### config.mk
export PLATFORM = sky130hd
export DESIGN_NAME = pe_out_collector_flat
export DESIGN_NICKNAME = d
export VERILOG_FILES = /design/src/rtl/pe_out_pkg.sv /design/src/rtl/pe_out_collector_if.sv /design/src/rtl/pe_out_fifo.sv /design/src/rtl/pe_out_collector.sv /design/src/flat_wrapper.sv
export SDC_FILE = /design/constraint.sdc
export NUM_CORES = 2
export LEC_CHECK = 0
export ABC_AREA = 1
export BUFFER_PORTS_ARGS = -buffer_cell sky130_fd_sc_hd__buf_2
export CAP_MARGIN = 10
export CORE_MARGIN = 5
export CORE_UTILIZATION = 55
export CTS_CLUSTER_DIAMETER = 100
export DETAILED_ROUTE_END_ITERATION = 10
export PLACE_DENSITY = 0.77
export SYNTH_ARGS = -nofsm -noshare
export SYNTH_HDL_FRONTEND = slang
export SYNTH_SLANG_ARGS = --single-unit
export TNS_END_PERCENT = 1
### constraint.sdc
create_clock -name clk -period 46.5 [get_ports clk]
set_input_delay 6.975 -clock clk [delete_from_list [all_inputs] [get_ports clk]]
set_output_delay 6.975 -clock clk [all_outputs]
set_load 0.01 [all_outputs]
### src/rtl/pe_out_pkg.sv
// Shared types for the PE array output collector.
// Beat layout, serializer states and array geometry constants.
package pe_out_pkg;

    localparam int PE_ROWS = 2;
    localparam int PE_COLS = 16;
    localparam int PE_DW   = 16;
    localparam int TAG_W   = 4;

    typedef struct packed {
        logic [TAG_W-1:0]                         tag;
        logic [PE_ROWS-1:0][PE_COLS-1:0][PE_DW-1:0] data;
    } pe_beat_t;

    typedef enum logic {
        ROW0 = 1'b0,
        ROW1 = 1'b1
    } ser_state_e;

endpackage

### src/rtl/pe_out_collector_if.sv
// Beat input and row output stream of the collector.
// slave = collector side, master = array/writeback side.
interface pe_out_collector_if
    import pe_out_pkg::*;
#(
    parameter int ROWS = PE_ROWS,
    parameter int COLS = PE_COLS,
    parameter int DW   = PE_DW
);
    logic [ROWS*COLS*DW-1:0] pe_data;
    logic                    pe_valid;
    logic [TAG_W-1:0]        pe_tag;

    logic [COLS*DW-1:0]      out_data;
    logic                    out_row;
    logic [TAG_W-1:0]        out_tag;
    logic                    out_last;
    logic                    out_valid;
    logic                    out_ready;

    modport master (
        output pe_data, pe_valid, pe_tag, out_ready,
        input  out_data, out_row, out_tag, out_last, out_valid
    );

    modport slave (
        input  pe_data, pe_valid, pe_tag, out_ready,
        output out_data, out_row, out_tag, out_last, out_valid
    );
endinterface

### src/rtl/pe_out_fifo.sv
// Show-ahead beat FIFO with registered, reset storage.
// A push into a full FIFO is taken only alongside a pop.
module pe_out_fifo
    import pe_out_pkg::*;
#(
    parameter int  DEPTH = 4,
    localparam int AW    = $clog2(DEPTH),
    localparam int LW    = AW + 1
) (
    input  logic          clk,
    input  logic          rst,
    input  logic          push,
    input  logic          pop,
    input  pe_beat_t      wdata,
    output pe_beat_t      rdata,
    output logic          full,
    output logic          empty,
    output logic [LW-1:0] level
);
    pe_beat_t      mem_q [DEPTH];
    logic [AW-1:0] wr_q, wr_d;
    logic [AW-1:0] rd_q, rd_d;
    logic [LW-1:0] level_q, level_d;
    logic          do_push, do_pop;

    assign full    = (level_q == LW'(DEPTH));
    assign empty   = (level_q == '0);
    assign do_pop  = pop && !empty;
    assign do_push = push && (!full || do_pop);
    assign rdata   = mem_q[rd_q];
    assign level   = level_q;

    always_comb begin
        wr_d    = wr_q;
        rd_d    = rd_q;
        level_d = level_q;
        if (do_push) wr_d = wr_q + 1'b1;
        if (do_pop)  rd_d = rd_q + 1'b1;
        unique case ({do_push, do_pop})
            2'b10:   level_d = level_q + 1'b1;
            2'b01:   level_d = level_q - 1'b1;
            default: ;
        endcase
    end

    always_ff @(posedge clk) begin
        if (rst) begin
            for (int i = 0; i < DEPTH; i++) mem_q[i] <= '0;
            wr_q    <= '0;
            rd_q    <= '0;
            level_q <= '0;
        end else begin
            if (do_push) mem_q[wr_q] <= wdata;
            wr_q    <= wr_d;
            rd_q    <= rd_d;
            level_q <= level_d;
        end
    end
endmodule

### src/rtl/pe_out_collector.sv
// Buffers PE array result beats and streams them out one row per transfer.
// Beats arriving with the FIFO full and no pop are dropped and flagged.
module pe_out_collector
    import pe_out_pkg::*;
#(
    parameter int  DEPTH = 4,
    parameter int  ROWS  = PE_ROWS,
    parameter int  COLS  = PE_COLS,
    parameter int  DW    = PE_DW,
    localparam int LW    = $clog2(DEPTH) + 1
) (
    input  logic              clk,
    input  logic              rst,
    pe_out_collector_if.slave bus,
    output logic [LW-1:0]     level,
    output logic              overflow,
    input  logic              clr_overflow
);
    ser_state_e              state_q, state_d;
    logic                    overflow_q, overflow_d;
    pe_beat_t                wr_beat, head;
    logic                    full, empty;
    logic                    hs, push, pop, drop;
    logic [ROWS*COLS*DW-1:0] beat_w;
    logic [COLS*DW-1:0]      row_w;
    logic [LW-1:0]           fifo_level;

    assign beat_w  = bus.pe_data;
    assign wr_beat = {bus.pe_tag, beat_w};

    pe_out_fifo #(.DEPTH(DEPTH)) u_fifo (
        .clk   (clk),
        .rst   (rst),
        .push  (push),
        .pop   (pop),
        .wdata (wr_beat),
        .rdata (head),
        .full  (full),
        .empty (empty),
        .level (fifo_level)
    );

    // A pop frees a slot in the same edge, so a full FIFO still takes a beat.
    always_comb begin
        state_d    = state_q;
        overflow_d = overflow_q;
        hs         = !empty && bus.out_ready;
        pop        = hs && (state_q == ROW1);
        push       = bus.pe_valid && (!full || pop);
        drop       = bus.pe_valid && full && !pop;
        unique case (state_q)
            ROW0: if (hs) state_d = ROW1;
            ROW1: if (hs) state_d = ROW0;
        endcase
        if (clr_overflow) overflow_d = 1'b0;
        if (drop)         overflow_d = 1'b1;
    end

    always_ff @(posedge clk) begin
        if (rst) begin
            state_q    <= ROW0;
            overflow_q <= 1'b0;
        end else begin
            state_q    <= state_d;
            overflow_q <= overflow_d;
        end
    end

    assign row_w         = (state_q == ROW1) ? head.data[1] : head.data[0];
    assign bus.out_data  = row_w;
    assign bus.out_row   = (state_q == ROW1);
    assign bus.out_last  = (state_q == ROW1);
    assign bus.out_tag   = head.tag;
    assign bus.out_valid = !empty;
    assign level         = fifo_level;
    assign overflow      = overflow_q;
endmodule

### src/flat_wrapper.sv
// flat-port wrapper written by rule: the top's interface ports become plain ports
module pe_out_collector_flat import pe_out_pkg::*;
#(
    parameter int  DEPTH = 4,
    parameter int  ROWS  = PE_ROWS,
    parameter int  COLS  = PE_COLS,
    parameter int  DW    = PE_DW,
    localparam int LW    = $clog2(DEPTH) + 1
)
  (clk, rst, level, overflow, clr_overflow, bus_pe_data, bus_pe_valid, bus_pe_tag, bus_out_ready, bus_out_data, bus_out_row, bus_out_tag, bus_out_last, bus_out_valid);
  pe_out_collector_if #(.ROWS(ROWS), .COLS(COLS), .DW(DW)) bus_i ();
  input  logic clk;
  input  logic rst;
  output logic [LW-1:0] level;
  output logic overflow;
  input  logic clr_overflow;
  input wire logic [$bits(bus_i.pe_data)-1:0] bus_pe_data;
  input wire logic [$bits(bus_i.pe_valid)-1:0] bus_pe_valid;
  input wire logic [$bits(bus_i.pe_tag)-1:0] bus_pe_tag;
  input wire logic [$bits(bus_i.out_ready)-1:0] bus_out_ready;
  output wire logic [$bits(bus_i.out_data)-1:0] bus_out_data;
  output wire logic [$bits(bus_i.out_row)-1:0] bus_out_row;
  output wire logic [$bits(bus_i.out_tag)-1:0] bus_out_tag;
  output wire logic [$bits(bus_i.out_last)-1:0] bus_out_last;
  output wire logic [$bits(bus_i.out_valid)-1:0] bus_out_valid;
  assign bus_i.pe_data = bus_pe_data;
  assign bus_i.pe_valid = bus_pe_valid;
  assign bus_i.pe_tag = bus_pe_tag;
  assign bus_i.out_ready = bus_out_ready;
  assign bus_out_data = bus_i.out_data;
  assign bus_out_row = bus_i.out_row;
  assign bus_out_tag = bus_i.out_tag;
  assign bus_out_last = bus_i.out_last;
  assign bus_out_valid = bus_i.out_valid;
  pe_out_collector #(.DEPTH(DEPTH), .ROWS(ROWS), .COLS(COLS), .DW(DW)) u_core (.clk(clk), .rst(rst), .bus(bus_i), .level(level), .overflow(overflow), .clr_overflow(clr_overflow));
endmodule
==> flow_metrics.py <==
metrics = {
    "worst_setup_path": {
        "worstReg2RegStart": "u_core.bus.out_last",
        "end_kind": "primary output",
        "path_class": "register to primary output",
        "cp_top_family": "buffers and inverters",
        "required_ns": 39.52,
        "cp_max_fo": 177,
        "slowest_stage": "buf_4",
        "critical_path.startpoint_type": "register",
        "rrSetupSlack_ns": 39.83,
        "path_buf_inv": 5,
        "worst_ep_arrival_time_ns": 5.61,
        "ff2ff_path_depth": 11,
        "cpPeakStageDelay_ns": 0.77,
        "r2r_end": "u_core.u_fifo.mem_q[3][172]",
        "crit_chain": "buf_4 -> buf_12 -> buf_4 -> buf_4 -> nor2_1 -> nor2_1 -> o21ai_0 -> nand2_1 -> nand2_1 -> nand2_1 -> buf_2",
    },
    "floorplan": {
        "start_util_pct": 55.4,
        "io_pins": 788,
        "num_rows": 153,
        "die_height_um": 429,
        "coreArea_sq_um": 174000,
        "die_area_sq_um": 184000,
        "die_x_um": 429,
    },
    "power": {
        "ir_drop_uv": 38.4,
        "p_total_uw": 4390,
        "leakagePower_uw": 0.0447,
        "p_per_area_nw_per_um2": 40.8,
    },
    "synth": {
        "syn_area_per_cell_sq_um": 9.36,
        "ys.flop_type": "edfxtp_1",
        "synth_nets": 10800,
        "syn_area_sq_um": 96300,
        "synthTopCellsByArea": "edfxtp_1 64%, nor2_1 13%, o21ai_0 5.4%",
        "synthDistinctLibCells": 29,
        "syn_inst": 10300,
        "yosysMostFrequentCell": "nor2_1",
        "yosysTopAreaCell": "edfxtp_1",
        "synth_top_area_share_pct": 64.3,
        "synthArstFlopShare_pct": 0,
        "synth-edff-count": 2064,
        "synth_commonest_cells": "3,414 x nor2_1, 2,064 x edfxtp_1, 1,291 x nand2_1, 1,040 x o21ai_0, 957 x inv_1",
        "yosysWarnings": 0,
        "ys_ff_latch": 2075,
        "ys_seq_area_share_pct": 64.6,
    },
    "cells_and_area": {
        "fin_util_pct": 61.9,
        "drive_gt1_share_pct": 13.5,
        "final_nets": 11200,
        "syn_to_final_growth_pct": 11.8,
    },
    "sta": {
        "whs_ns": 0.487,
        "rsz0062_at_grt": "no",
        "worst_slew_pin_slew_ns": 1.25,
        "fmax_ghz": 0.0795,
        "final.min_clock_period_ns": 12.58,
        "slew-limit-headroom_pct": 16.5,
        "min_period_over_period_pct": 27.1,
        "finalSetupViolations": 0,
        "hold_violations": 0,
        "drv_slew": 0,
        "finClkSkew_ns": 0.0273,
        "timing.setup.tns_ns": 0,
    },
    "detailed_routing": {
        "postRouteAntennaNets": 0,
        "drt_iter0_drc": 8373,
        "wl_um": 282000,
        "vias_per_cell": 5.62,
        "first_pass_iters": 6,
        "wire_per_inst_um": 21.4,
        "via_count": 74300,
        "drc": 0,
    },
    "grt": {
        "grt_max_degree": 241,
        "grt_use_met3_pct": 4.98,
        "grt_pass1_wl_um": 426000,
        "grt_util_all_layers_pct": 29.8,
        "use_met1_pct": 35.2,
        "grt_pass1_vias": 74300,
        "grt.busiest_layer": "met2",
        "grt_overflow": 0,
        "met2_usage_pct": 50.1,
        "antenna_found_initial": 30,
    },
    "placement": {
        "port_buffers": 787,
        "hpwl_um": 157000,
        "gp_congestion": 0.859,
    },
    "run_status": {
        "status": "finished, final reports clean",
    },
    "hold_path": {
        "whs_path_depth": 2,
        "hp-start": "u_core.u_fifo.rd_q[1]",
        "worstHoldPathType": "register to register",
    },
    "clock_network": {
        "ctsRootBufferMaster": "clkbuf_16",
        "insertion_delay_ns": 0.85,
        "cts_made_buffers": 210,
        "clock_path_buffers": 3,
        "hold_buffers": 0,
        "cts_resized": 0,
        "clock-sinks": 2075,
        "cts_tree": "built",
        "cts_max_level": 4,
        "postCtsSetupBuffers": 0,
        "path_clk_slew_ns": 0.06,
    },
    "flow_run": {
        "cap_violations": 0,
    },
}
[cells in the final DEF (no fill, tap or decap), types with 5 or more instances in the layout]
cell type	Yosys	routed
dfxtp_1	11	7
diode_2	0	21
nand2_1	1291	1291
clkbuf_16	0	213
inv_2	91	89
inv_8	0	5
nor2_1	3414	3414
o21ai_0	1040	1036
nor3_1	516	516
clkinv_1	1	61
buf_2	205	787
clkbuf_1	370	50
bufinv_16	0	18
inv_1	957	955
nor2_4	31	31
nor2_2	170	170
clkinv_2	0	31
a21oi_1	5	5
buf_12	0	15
buf_4	45	81
edfxtp_1	2064	2064
[flip-flops by register name, summed over array words and instances, names as in the netlist, named ones only]
signal               cells
u_core.u_fifo.rd_q       2
u_core.overflow          1
u_core.u_fifo.wr_q       2
u_core.u_fifo.mem_q   2064
u_core.bus.out_last      1
u_core.u_fifo.level      3
[report_power, final]
part           total (uW)  internal [uW]  switching [uW]  leakage [uW]
Clock                1650            937             713       0.00323
Combinational         514            125             389        0.0199
Sequential           2230           2190            32.4        0.0216
Total                4390           3250            1130        0.0447
[worst min-delay path: cells and delay by family (launching register included)]
family	cells	cell delay (ns)
flops	1	0.31
simple gates	1	0.06
compound gates	1	0.07
[how the worst max path moves through the flow]
stage,slack [ns],end,cells past startpoint
4_1_cts,33.90,bus_out_data[219],11
5_1_grt,33.57,bus_out_data[219],11
2_1_floorplan,0.73,u_core.u_fifo.mem_q[0][0],7
3_3_place_gp,34.33,u_core.u_fifo.mem_q[1][122],13
6_report,33.92,bus_out_data[210],11
3_5_place_dp,34.28,u_core.u_fifo.mem_q[2][110],13
[metrics by stage]
step / instances / worst slack (ns) / instance area [sq um]
finish: 13200 / 33.92 / 108000
global route: 13200 / 33.57 / 108000
CTS: 13200 / 33.90 / 108000
detailed placement: 12800 / 34.28 / 101000
global placement: 12800 / 34.33 / 101000
floorplan: 10300 / 0.729 / 96300
[cell type report]
type	instances	area, sq um
antenna	21	52.6
clock buffer	263	5520
clock inverter	122	1100
fill	13800	66300
inverter	1049	3980
multi-input combinational	6483	27100
sequential	2075	62200
tap	2325	2910
timing repair buffer	883	4850
[cells by family after synthesis]
group                      synth area share [%]
buffers and inverters                      7.40
and+or+nand+nor                            22.5
AOI/OAI and AO/OA                          5.46
DFF                                        64.6
adders and majority gates                0.0467
xor gates and xnor gates                0.00909
[routing by layer]
metal / part of all wire (%) / vias to the layer above / routed length (um)
met5: 0.045 / - / 128
met4: 7.5 / 18 / 21300
met3: 8.6 / 784 / 24300
met2: 49 / 3953 / 138000
met1: 35 / 35500 / 99100
li1: - / 34000 / -
Note: power is estimated with default switching activity, not from simulation.
